$ cat config.mk
export PLATFORM = sky130hd
export DESIGN_NAME = huffman_decoder
export DESIGN_NICKNAME = d
export VERILOG_FILES = /design/src/rtl/huff_pkg.sv /design/src/rtl/huff_match.sv /design/src/rtl/huffman_decoder.sv
export SDC_FILE = /design/constraint.sdc
export NUM_CORES = 1
export LEC_CHECK = 0
export CAP_MARGIN = 20
export CELL_PAD_IN_SITES_DETAIL_PLACEMENT = 0
export CELL_PAD_IN_SITES_GLOBAL_PLACEMENT = 2
export CORE_MARGIN = 10
export CORE_UTILIZATION = 39
export CTS_BUF_LIST = sky130_fd_sc_hd__clkbuf_4 sky130_fd_sc_hd__clkbuf_8
export DETAILED_ROUTE_END_ITERATION = 10
export PLACE_DENSITY = 0.95
export SYNTH_ARGS = -nofsm -noshare
export SYNTH_HDL_FRONTEND = slang
export SYNTH_HIERARCHICAL = 1
export SYNTH_SLANG_ARGS = --single-unit
$ cat constraint.sdc
create_clock -name Clk_in -period 14.8 [get_ports Clk_in]
set_input_delay 2.96 -clock Clk_in [delete_from_list [all_inputs] [get_ports Clk_in]]
set_output_delay 2.96 -clock Clk_in [all_outputs]
set_load 0.01 [all_outputs]
$ cat src/rtl/huff_pkg.sv
// rtl/huff_pkg.sv - shared Huffman alphabet constants and decoder state encoding
package huff_pkg;

    localparam int NUM_SYM   = 10;
    localparam int MAX_LEN   = 9;
    localparam int SYM_W     = 4;
    localparam int LEN_W     = 4;
    localparam int CODE_BITS = NUM_SYM * MAX_LEN;
    localparam int LEN_BITS  = NUM_SYM * LEN_W;

    typedef enum logic [1:0] {
        IDLE   = 2'd0,
        DECODE = 2'd1,
        ERR    = 2'd2
    } huff_state_t;

    // Mask selecting the low n bits of a MAX_LEN-wide code word.
    function automatic logic [MAX_LEN-1:0] low_mask(input logic [LEN_W-1:0] n);
        low_mask = ~({MAX_LEN{1'b1}} << n);
    endfunction

endpackage

$ cat src/rtl/huff_match.sv
// rtl/huff_match.sv - combinational codeword matcher, lowest hitting index wins
module huff_match #(
    parameter int NUM_SYM = 10,
    parameter int MAX_LEN = 9
) (
    input  logic [MAX_LEN-1:0]                 acc_n,
    input  logic [huff_pkg::LEN_W-1:0]         cnt_n,
    input  logic [NUM_SYM*MAX_LEN-1:0]         tbl_code,
    input  logic [NUM_SYM*huff_pkg::LEN_W-1:0] tbl_len,
    output logic                               hit,
    output logic [huff_pkg::SYM_W-1:0]         idx
);

    import huff_pkg::*;

    logic [MAX_LEN-1:0] mask;
    logic [LEN_W-1:0]   len_i;

    // Scan from the highest index down so the lowest hitting index is what remains.
    // Lengths of 0 or above MAX_LEN never hit, which makes those entries unused.
    always_comb begin
        mask  = ~({MAX_LEN{1'b1}} << cnt_n);
        hit   = 1'b0;
        idx   = '0;
        len_i = '0;
        for (int i = NUM_SYM - 1; i >= 0; i--) begin
            len_i = tbl_len[i*LEN_W +: LEN_W];
            if ((len_i == cnt_n) && (len_i != '0) && (len_i <= LEN_W'(MAX_LEN)) &&
                (((acc_n ^ tbl_code[i*MAX_LEN +: MAX_LEN]) & mask) == '0)) begin
                hit = 1'b1;
                idx = SYM_W'(i);
            end
        end
    end

endmodule

$ cat src/rtl/huffman_decoder.sv
// rtl/huffman_decoder.sv - serial Huffman decoder top; HUFF_DEC_SYMCNT_EN adds a symbol counter
module huffman_decoder #(
    parameter int NUM_SYM = 10,
    parameter int MAX_LEN = 9
) (
    input  logic                               Clk_in,
    input  logic                               Rst,
    input  logic                               Load_tbl,
    input  logic [NUM_SYM*MAX_LEN-1:0]         Tbl_code,
    input  logic [NUM_SYM*huff_pkg::LEN_W-1:0] Tbl_len,
    input  logic                               Flush,
    input  logic                               Bit_in,
    input  logic                               Bit_valid,
    output logic                               Bit_ready,
    output logic [huff_pkg::SYM_W-1:0]         Sym_out,
    output logic                               Sym_valid,
    input  logic                               Sym_ready,
    output logic                               Err
`ifdef HUFF_DEC_SYMCNT_EN
    ,
    output logic [15:0]                        Sym_cnt
`endif
);

    import huff_pkg::*;

    huff_state_t state_q, state_d;

    // A codeword of MAX_LEN bits always resolves (hit or error) on its last bit,
    // so only MAX_LEN-1 received bits ever need to be held between cycles.
    logic [MAX_LEN-2:0]         acc_q, acc_d;
    logic [LEN_W-1:0]           cnt_q, cnt_d;
    logic [NUM_SYM*MAX_LEN-1:0] code_q;
    logic [NUM_SYM*LEN_W-1:0]   len_q;
    logic [SYM_W-1:0]           sym_d;
    logic                       valid_d;
    logic                       err_d;

    logic [MAX_LEN-1:0]         acc_shift;
    logic [LEN_W-1:0]           cnt_shift;
    logic                       xfer;
    logic                       hit;
    logic [SYM_W-1:0]           hit_idx;

    assign Bit_ready = (state_q == DECODE) && (!Sym_valid || Sym_ready);
    assign xfer      = Bit_valid && Bit_ready;
    assign acc_shift = {acc_q, Bit_in};
    assign cnt_shift = cnt_q + LEN_W'(1);

    huff_match #(
        .NUM_SYM (NUM_SYM),
        .MAX_LEN (MAX_LEN)
    ) u_match (
        .acc_n    (acc_shift),
        .cnt_n    (cnt_shift),
        .tbl_code (code_q),
        .tbl_len  (len_q),
        .hit      (hit),
        .idx      (hit_idx)
    );

    // Table storage: reset empties it, Load_tbl replaces it wholesale.
    always_ff @(posedge Clk_in or posedge Rst) begin
        if (Rst) begin
            code_q <= '0;
            len_q  <= '0;
        end else if (Load_tbl) begin
            code_q <= Tbl_code;
            len_q  <= Tbl_len;
        end
    end

    // State, shift register and output registers.
    always_ff @(posedge Clk_in or posedge Rst) begin
        if (Rst) begin
            state_q   <= IDLE;
            acc_q     <= '0;
            cnt_q     <= '0;
            Sym_out   <= '0;
            Sym_valid <= 1'b0;
            Err       <= 1'b0;
        end else begin
            state_q   <= state_d;
            acc_q     <= acc_d;
            cnt_q     <= cnt_d;
            Sym_out   <= sym_d;
            Sym_valid <= valid_d;
            Err       <= err_d;
        end
    end

    // Next state: Load_tbl beats Flush, which beats a bit transfer; the output
    // handshake is applied first so a same-edge hit can re-raise Sym_valid.
    always_comb begin
        state_d = state_q;
        acc_d   = acc_q;
        cnt_d   = cnt_q;
        sym_d   = Sym_out;
        valid_d = Sym_valid;
        err_d   = Err;

        if (Sym_valid && Sym_ready) begin
            valid_d = 1'b0;
        end

        if (Load_tbl) begin
            state_d = DECODE;
            acc_d   = '0;
            cnt_d   = '0;
            valid_d = 1'b0;
            err_d   = 1'b0;
        end else if (Flush) begin
            acc_d = '0;
            cnt_d = '0;
        end else if (xfer) begin
            if (hit) begin
                sym_d   = hit_idx;
                valid_d = 1'b1;
                acc_d   = '0;
                cnt_d   = '0;
            end else if (cnt_shift == LEN_W'(MAX_LEN)) begin
                state_d = ERR;
                err_d   = 1'b1;
                acc_d   = '0;
                cnt_d   = '0;
            end else begin
                acc_d = acc_shift[MAX_LEN-2:0];
                cnt_d = cnt_shift;
            end
        end
    end

`ifdef HUFF_DEC_SYMCNT_EN
    // Saturating count of consumed symbols, restarted by each table load.
    always_ff @(posedge Clk_in or posedge Rst) begin
        if (Rst) begin
            Sym_cnt <= '0;
        end else if (Load_tbl) begin
            Sym_cnt <= '0;
        end else if (Sym_valid && Sym_ready && (Sym_cnt != 16'hFFFF)) begin
            Sym_cnt <= Sym_cnt + 16'd1;
        end
    end
`endif

endmodule

==> impl_metrics.py <==
metrics = {
    "hold_path": {
        "holdPathStages": 1,
        "hold-path-endpoint": "Sym_out[2]$_DFFE_PP0P_",
        "min_from": "Sym_out[2]$_DFFE_PP0P_",
        "hold_class": "flip-flop to flip-flop",
    },
    "yosys": {
        "synth-seq-cells": 149,
        "synthDistinctLibCells": 68,
        "syn_avg_cell_area_sq_um": 11.6,
        "synth_edf_count": 0,
        "synth_area_sq_um": 7970,
        "syn_nets": 828,
        "ys.flop_type": "dfrtp_1",
        "yosysSeqAreaShare_pct": 46.8,
        "synth_async_sr_flop_share_pct": 100,
        "syn_inst": 689,
        "ys_warn_count": 6,
    },
    "grt": {
        "grt_usage_pct": 17.0,
        "grt_max_degree": 86,
        "antenna_found_initial": 0,
        "grt_pass1_wl_microns": 34600,
        "grt_pass1_vias": 5984,
        "grt-ovfl-total": 0,
    },
    "final_layout": {
        "fillCellCount": 1879,
        "final_cell_mix": "149 x dfrtp_1, 142 x clkdlybuf4s50_1, 130 x mux2_2",
        "stdcell_area_sq_um": 10000,
        "insertedDiodeCount": 0,
        "seqCellArea_sq_um": 3730,
        "syn2layout_area_growth_pct": 25.7,
        "finalCoreUtilization_pct": 49.7,
        "multi_input_area_sq_um": 3970,
        "layout_commonest_cell": "dfrtp_1",
        "drive_above_1_share_pct": 23.4,
        "nets": 952,
    },
    "placement": {
        "place_ws_ns": 7.61,
        "io_buffers": 143,
        "globalplace.congestion": 0.829,
        "hpwl_microns": 16300,
        "place_area_sq_um": 9590,
    },
    "timing": {
        "tightestPinTransition_ns": 0.844,
        "hold_viol_final": 0,
        "skew_ns": 0.0173,
        "slew_violations": 0,
        "period_share_pct": 48.6,
        "tns_ns": 0,
        "period_needed_ns": 7.19,
        "rsz0062_at_grt": "no",
        "setup_viol": 0,
        "slew_headroom_pct": 43.7,
        "timing.final.ws_setup_ns": 7.61,
        "timing.fmax_ghz": 0.139,
    },
    "die": {
        "die_y_microns": 163,
        "design.portCount": 144,
        "placementRows": 52,
        "core_sq_um": 20200,
        "die_area_sq_um": 26600,
        "dieWidth_microns": 163,
        "start_util_pct": 39.5,
    },
    "power": {
        "p_total_w": 0.000998,
        "p_leak_nw": 4.12,
        "max-vdd-ir-drop_mv": 0.0503,
        "p_per_area_nw_per_um2": 99.6,
    },
    "route": {
        "dr.pass1.iters": 5,
        "vias_per_cell": 5.33,
        "drc": 0,
        "num_vias": 5839,
        "drt_iter0_markers": 452,
        "ant_nets": 0,
        "wl_per_cell_microns": 20.7,
        "finalWirelength_microns": 22700,
    },
    "critical_path": {
        "slowest_stage": "clkdlybuf4s50_1",
        "critPathTopFamily": "buffers and inverters",
        "ff2ff_path_depth": 12,
        "critPathBufInv": 2,
        "crit_type": "primary input to output port",
        "crit_arrival_ns": 4.23,
        "ff2ff_setup_slack_ns": 10.31,
        "max_stage_delay_ns": 0.53,
        "timing.rr.start": "cnt_q[0]$_DFFE_PP0P_",
        "cp_cell_sequence": "clkdlybuf4s50_1 > nand2b_4 > and3b_1 > clkdlybuf4s50_1",
        "crit_path_start_kind": "primary input",
        "critPathMostFrequentCell": "clkdlybuf4s50_1",
        "crit_path_end_kind": "output port",
        "cp.required_ns": 11.84,
        "critPathMaxFanout": 3,
        "rr_endpoint": "Sym_out[3]$_DFFE_PP0P_",
    },
    "cts": {
        "cts_tree": "built",
        "clock_latency_ns": 0.48,
        "path_clk_slew_ns": 0.08,
        "cts_max_level": 4,
        "cts_resized": 0,
        "numCtsBuffers": 17,
        "clk_path_buf_depth": 2,
        "clock_sinks": 149,
        "cts_hold_buf": 0,
        "postCtsSetupBuffers": 0,
        "cts_root_buf": "clkbuf_8",
    },
    "run": {
        "cap_violations": 0,
    },
    "status": {
        "outcome": "finished clean",
    },
}
[report_power, final]
group | switching, W | internal, W
clock | 0.000180 | 0.000146
sequential | 0.0000349 | 0.000447
combinational | 0.0000806 | 0.000110
[sequential cells by signal (all words and copies together), names as in the netlist]
signal,flops
code_q,90
acc_q,8
Sym_out,4
len_q,40
state_q,1
Sym_valid,1
cnt_q,4
Err,1
[stage by stage]
| stage | hold slack, ns | std cells |
|---|---|---|
| after detailed placement | 0.513 | 1063 |
| final | 0.530 | 1096 |
| after CTS | 0.532 | 1095 |
| after floorplan | 0.481 | 689 |
| after global routing | 0.546 | 1096 |
| after global placement | 0.510 | 1063 |
[kinds of logic (layout without fill, tap and decap cells)]
group,count (synthesis),after routing,share of synthesized area [%]
fa+ha+maj,3,3,0.440
flops,149,149,46.8
mux,134,134,19.1
compound gates,111,111,9.89
xor+xnor,103,103,11.3
simple gates,129,129,8.85
buf+inv,60,197,3.59
[cells in the mapped netlist, drive strengths merged (3+ instances only)]
cell type  number  area, sq um
xor2           77          674
a21oi          17         85.1
clkbuf         12         45.0
o21a            3         22.5
xnor2          26          228
mux2          134         1520
o211ai          4         30.0
a222oi          7         70.1
nand4b          3         26.3
dfrtp         149         3730
a211oi          4         30.0
o31a            3         26.3
nor2           27          101
nor2b           7         43.8
nor3           10         50.1
nand3          16         80.1
a31oi           4         25.0
nand2b          6         45.0
nand2          26         97.6
or3             3         18.8
a32oi           3         26.3
inv            10         37.5
nand4           4         25.0
buf            37          200
a22oi           4         30.0
nand3b          5         37.5
a221oi          6         52.6
or2             3         18.8
o21ai          22          118
nor4            6         43.8
o22ai          11         68.8
nor3b           3         27.5
[worst max path at each step]
stage	depth (start not counted)	slack [ns]	endpoint	from
floorplan	1	7.83	Err$_DFFE_PP0P_	Rst
global placement	4	7.61	Bit_ready	Sym_ready
detailed placement	4	7.61	Bit_ready	Sym_ready
CTS	4	7.59	Bit_ready	Sym_ready
global route	4	7.56	Bit_ready	Sym_ready
finish	4	7.61	Bit_ready	Sym_ready
[layout make-up]
class | count | area share [%]
Clock buffer | 18 | 2.47
Clock inverter | 14 | 1.54
Inverter | 11 | 0.462
Multi-Input combinational cell | 480 | 39.6
Sequential cell | 149 | 37.2
Tap cell | 270 | 3.37
Timing Repair Buffer | 154 | 15.3
[routing by layer]
metal	wire, microns	track usage [%]	part of all wire (%)
met5	0	0	0
met1	10600	23.0	47
met4	368	6.11	1.6
met2	10300	26.0	45
met3	1450	3.99	6.4
Note: power is estimated with default switching activity, not from simulation.
